$ cat config.mk
export PLATFORM = sky130hd
export DESIGN_NAME = uart_rx_monitor
export DESIGN_NICKNAME = d
export VERILOG_FILES = /design/src/rtl/uart_rx_monitor.sv
export SDC_FILE = /design/constraint.sdc
export NUM_CORES = 1
export LEC_CHECK = 0
export ABC_CLOCK_PERIOD_IN_PS = 7450
export CORE_MARGIN = 10
export CORE_UTILIZATION = 66
export DETAILED_ROUTE_END_ITERATION = 8
export PLACE_DENSITY = 0.84
export SYNTH_ARGS = -nofsm -noshare
export SYNTH_HDL_FRONTEND = slang
export SYNTH_SLANG_ARGS = --single-unit
$ cat constraint.sdc
create_clock -name clk -period 7.45 [get_ports clk]
set_input_delay 2.235 -clock clk [delete_from_list [all_inputs] [get_ports clk]]
set_output_delay 2.235 -clock clk [all_outputs]
set_load 0.005 [all_outputs]
$ cat src/rtl/uart_rx_monitor.sv
// 8N1 UART receiver with 2-flop input synchronizer, line-break detector and a
// first-word-fall-through byte FIFO presented as a valid/ready stream.
module uart_rx_monitor #(
    parameter int unsigned CLKS_PER_BIT    = 434,
    parameter int unsigned FIFO_DEPTH_LOG2 = 4
) (
    input  logic                     clk,
    input  logic                     reset,
    input  logic                     uart_in,
    output logic [7:0]               rx_data,
    output logic                     rx_valid,
    input  logic                     rx_ready,
    output logic [FIFO_DEPTH_LOG2:0] fifo_level,
    output logic                     framing_err,
    output logic                     overflow,
    output logic                     break_det,
    input  logic                     clear_err
);
    localparam int unsigned          DEPTH      = 1 << FIFO_DEPTH_LOG2;
    localparam logic [15:0]          FULL_BIT   = 16'(CLKS_PER_BIT - 1);
    localparam logic [15:0]          HALF_BIT   = 16'(CLKS_PER_BIT / 2 - 1);
    localparam logic [19:0]          BRK_TH     = 20'(10 * CLKS_PER_BIT);
    localparam logic [FIFO_DEPTH_LOG2:0] LEVEL_FULL = (FIFO_DEPTH_LOG2 + 1)'(DEPTH);

    typedef enum logic [2:0] {IDLE, START, DATA, STOP, WAIT_HIGH} state_t;

    state_t                     state_q, state_d;
    logic [1:0]                 sync_q, sync_d;
    logic                       rxs;
    logic [15:0]                cnt_q, cnt_d;
    logic [2:0]                 idx_q, idx_d;
    logic [7:0]                 shift_q, shift_d;
    logic                       framing_err_q, framing_err_d;
    logic [19:0]                brk_q, brk_d;
    logic [FIFO_DEPTH_LOG2-1:0] wr_ptr_q, wr_ptr_d, rd_ptr_q, rd_ptr_d;
    logic [FIFO_DEPTH_LOG2:0]   level_q, level_d;
    logic                       overflow_q, overflow_d;
    logic [7:0]                 mem_q [DEPTH];
    logic                       push, pop, full, wr_en;

    assign sync_d = {sync_q[0], uart_in};
    assign rxs    = sync_q[1];

    always_comb begin
        state_d       = state_q;
        cnt_d         = cnt_q;
        idx_d         = idx_q;
        shift_d       = shift_q;
        framing_err_d = 1'b0;
        push          = 1'b0;
        unique case (state_q)
            IDLE: begin
                if (!rxs) begin
                    cnt_d   = HALF_BIT;
                    state_d = START;
                end
            end
            START: begin
                if (cnt_q != '0) begin
                    cnt_d = cnt_q - 16'd1;
                end else if (rxs) begin
                    state_d = IDLE;
                end else begin
                    cnt_d   = FULL_BIT;
                    idx_d   = '0;
                    state_d = DATA;
                end
            end
            DATA: begin
                if (cnt_q != '0) begin
                    cnt_d = cnt_q - 16'd1;
                end else begin
                    shift_d[idx_q] = rxs;
                    cnt_d          = FULL_BIT;
                    if (idx_q == 3'd7) begin
                        state_d = STOP;
                    end else begin
                        idx_d = idx_q + 3'd1;
                    end
                end
            end
            STOP: begin
                if (cnt_q != '0) begin
                    cnt_d = cnt_q - 16'd1;
                end else if (rxs) begin
                    push    = 1'b1;
                    state_d = IDLE;
                end else begin
                    framing_err_d = 1'b1;
                    state_d       = WAIT_HIGH;
                end
            end
            // Hold off until the line recovers so a break is not decoded as 0x00 bytes.
            WAIT_HIGH: begin
                if (rxs) begin
                    state_d = IDLE;
                end
            end
            default: state_d = IDLE;
        endcase
    end

    always_comb begin
        brk_d = brk_q;
        if (rxs) begin
            brk_d = '0;
        end else if (brk_q < BRK_TH) begin
            brk_d = brk_q + 20'd1;
        end
    end

    assign break_det = !rxs && (brk_q >= BRK_TH);

    always_comb begin
        full       = (level_q == LEVEL_FULL);
        pop        = (level_q != '0) && rx_ready;
        wr_en      = push && (!full || pop);
        wr_ptr_d   = wr_en ? wr_ptr_q + 1'b1 : wr_ptr_q;
        rd_ptr_d   = pop ? rd_ptr_q + 1'b1 : rd_ptr_q;
        level_d    = level_q;
        if (wr_en && !pop) begin
            level_d = level_q + 1'b1;
        end else if (!wr_en && pop) begin
            level_d = level_q - 1'b1;
        end
        // A new overflow in the same cycle as clear_err keeps the flag set.
        overflow_d = (overflow_q && !clear_err) || (push && full && !pop);
    end

    always_ff @(posedge clk or negedge reset) begin
        if (!reset) begin
            state_q       <= IDLE;
            sync_q        <= 2'b11;
            cnt_q         <= '0;
            idx_q         <= '0;
            shift_q       <= '0;
            framing_err_q <= 1'b0;
            brk_q         <= '0;
            wr_ptr_q      <= '0;
            rd_ptr_q      <= '0;
            level_q       <= '0;
            overflow_q    <= 1'b0;
        end else begin
            state_q       <= state_d;
            sync_q        <= sync_d;
            cnt_q         <= cnt_d;
            idx_q         <= idx_d;
            shift_q       <= shift_d;
            framing_err_q <= framing_err_d;
            brk_q         <= brk_d;
            wr_ptr_q      <= wr_ptr_d;
            rd_ptr_q      <= rd_ptr_d;
            level_q       <= level_d;
            overflow_q    <= overflow_d;
        end
    end

    always_ff @(posedge clk) begin
        if (wr_en) begin
            mem_q[wr_ptr_q] <= shift_q;
        end
    end

    assign rx_data     = (level_q != '0) ? mem_q[rd_ptr_q] : 8'h00;
    assign rx_valid    = (level_q != '0);
    assign fifo_level  = level_q;
    assign framing_err = framing_err_q;
    assign overflow    = overflow_q;
endmodule

==> metrics.csv <==
metric,value,unit
outcome,"complete, no violations",
setup_tns,0,ps
ios,22,
route.detailed.drc,0,
diodes,0,
io_buffers,21,
nFillCells,725,
drt-pass1-iter-count,6,
slew_viol_final,0,
ys_types,57,
path_clk_slew,70,ps
final_antenna_net_count,0,
grt_use_total,0.2070,
crit_required,5220,ps
rows,41,
syn_area,8484,µm²
finalCritPeriodShare,0.7474,
finish.utilization,0.7497,
maxCapViolations,0,
synthMuxAreaShare,0.1243,
critPathArrivalTime,3330,ps
maxSlewHeadroom,0.2211,
p_per_area,226.8,nW/µm²
ys_seq_area_frac,0.6509,
ctsResizeCount,0,
critPathLaunchType,flip-flop,
synthArstFlopShare,0.3436,
synthXorXnorAreaFrac,0.01755,
cts_made_buffers,17,
worst_slew_pin_slew,1164,ps
grt_pass1_vias,4952,
synth-simple-area-share,0.1059,
clkLatencyLatePin,440,ps
hold_viol,0,
yosys_warnings,0,
dieWidth,133.4,µm
clkSinkCount,195,
setup_viol,0,
wl_per_cell,23.19,µm
critPathCaptureType,primary output,
drt_iter0_markers,593,
netlist_instances,568,
antenna_found_initial,0,
fin_crit,5568,ps
p_leak,3.757,nW
syn-num-nets,589,
synth-compound-area-share,0.05515,
clockBufferDepth,2,
gr-total-overflow,0,
cts_max_level,4,
ir_drop,134.8,µV
synthFlopType,edfxtp_1,
cts_hold_buffers,0,
rsz0062_at_grt,false,
viasPerCell,6.465,
max_freq,0.1796,GHz
cts_tree,built,
core,12620,µm²
hp-class,flip-flop to flip-flop,
synth_top_family_by_area,multiplexers,
crit_type,flip-flop to primary output,
syn_avg_cell_area,14.94,µm²
drive_gt1_frac,0.1644,
initial_utilization,0.6723,
wirelength,17810,µm
dieArea,17790,µm²
grt_max_degree,68,
nets,604,
cts_setup_buffers,0,
area_growth,11.50,%
hpwl,10890,µm
grt_first_pass_wirelength,27940,µm
routabilityCongestion,0.8190,
synthAdderAreaFrac,0.02448,
synth_edf_count,128,
vias,4965,
die_h,133.4,µm
root_buffer,clkbuf_16,
ys_ff_latch,195,
skew,10.18,ps
crit_path_max_fanout,35,
flip-flops by register name, summed over array words and instances, names as in the netlist:
name,cells
state_q,3
overflow,1
cnt_q,16
fifo_level,5
wr_ptr_q,4
mem_q,128
framing_err,1
idx_q,3
brk_q,20
shift_q,8
sync_q,2
rd_ptr_q,4
cell type report:
| cell class | instances | area (µm²) | share of cell area |
|---|---|---|---|
| timing repair buffer | 23 | 220.2 | 0.02328 |
| clock buffer | 19 | 432.9 | 0.04576 |
| inverter | 17 | 63.81 | 0.006745 |
| clock inverter | 13 | 206.4 | 0.02182 |
| tap | 172 | 215.2 | 0.02275 |
| multi-input combinational | 329 | 2798 | 0.2957 |
| sequential | 195 | 5524 | 0.5839 |
report_power, final:
part	internal (mW)	total, mW	leakage, nW	switching (mW)
clock	0.596	0.980	0.309	0.384
combinational	0.00462	0.0154	1.06	0.0108
sequential	1.15	1.15	2.39	0.00466
total	1.75	2.15	3.76	0.400
kinds of logic (layout without fill, tap and decap cells):
family / after synthesis / after routing
compound gates: 74 / 74
xor+xnor: 17 / 17
fa+ha+maj: 16 / 16
buf+inv: 44 / 72
flops: 195 / 195
mux: 54 / 54
simple gates: 168 / 168
per-layer routing:
metal	part of all wire	track usage
met3	0.059	0.04624
met4	0.024	0.09129
met2	0.53	0.3464
met5	0	0
met1	0.38	0.2534
cell usage after synthesis (4+ instances only):
cell type,n,area (µm²)
edfxtp_1,128,3844
dfrtp_1,65,1627
mux4_2,40,900.9
nor2_1,34,127.6
nand2_1,28,105.1
a21oi_1,23,115.1
o21ai_0,20,100.1
inv_1,17,63.81
nor3_1,17,85.08
clkbuf_1,15,56.30
ha_1,15,187.7
xnor2_1,15,131.4
nand3_1,14,70.07
and2_1,11,68.82
mux2_2,11,123.9
and3_1,9,56.30
nor2b_1,9,56.30
or3_1,9,56.30
nor4_1,7,43.79
buf_2,6,30.03
nand3b_1,6,45.04
nand2b_1,5,31.28
nand4_1,5,31.28
a211oi_1,4,30.03
metrics by stage:
step | setup slack [ps] | total power, mW | std cells | instance area, µm² | hold slack (ps)
detailed placement | 2298 | 1.189 | 736 | 8821 | 350.0
floorplan | 3105 | 1.177 | 568 | 8484 | 345.2
global route | 1666 | 2.198 | 768 | 9460 | 367.0
finish | 1882 | 2.146 | 768 | 9460 | 360.3
CTS | 1824 | 2.153 | 768 | 9460 | 362.7
global placement | 2371 | 1.188 | 736 | 8821 | 348.2
placed cells by master, fill, tap and decap left out, drive strengths merged, types with 10 or more instances in the layout:
master and n:
mux2 11, nor2 34, dfrtp 65, edfxtp 128
or3 10, inv 19, a21oi 25, nor3 17
o21ai 21, clkdlybuf4s50 20, and2 11, clkbuf 19
ha 15, xnor2 15, nand2 28, mux4 40
nand3 14
worst max-delay path, stage by stage, from the launching register on:
cell and delay (ps):
dfrtp_2 1110, mux4_2 620, mux4_2 520, and2_1 180, clkdlybuf4s50_1 450
final timing paths:
path | slack [ps] | startpoint | end | depth (start not counted)
setup / recovery | 1880 | rd_ptr_q[0]$_DFFE_PN0N_ | rx_data[5] | 4
min in group asynchronous | 1990 | reset | cnt_q[10]$_DFFE_PN0P_ | 2
hold / removal | 360 | sync_q[0]$_DFF_PN1_ | sync_q[1]$_DFF_PN1_ | 0
hold reg to reg | 360 | sync_q[0]$_DFF_PN1_ | sync_q[1]$_DFF_PN1_ | 0
setup reg to reg | 3550 | cnt_q[0]$_DFFE_PN0P_ | fifo_level[4]$_DFFE_PN0P_ | 13
max in group asynchronous | 4880 | reset | rd_ptr_q[0]$_DFFE_PN0N_ | 2
Note: power is estimated with default switching activity, not from simulation.
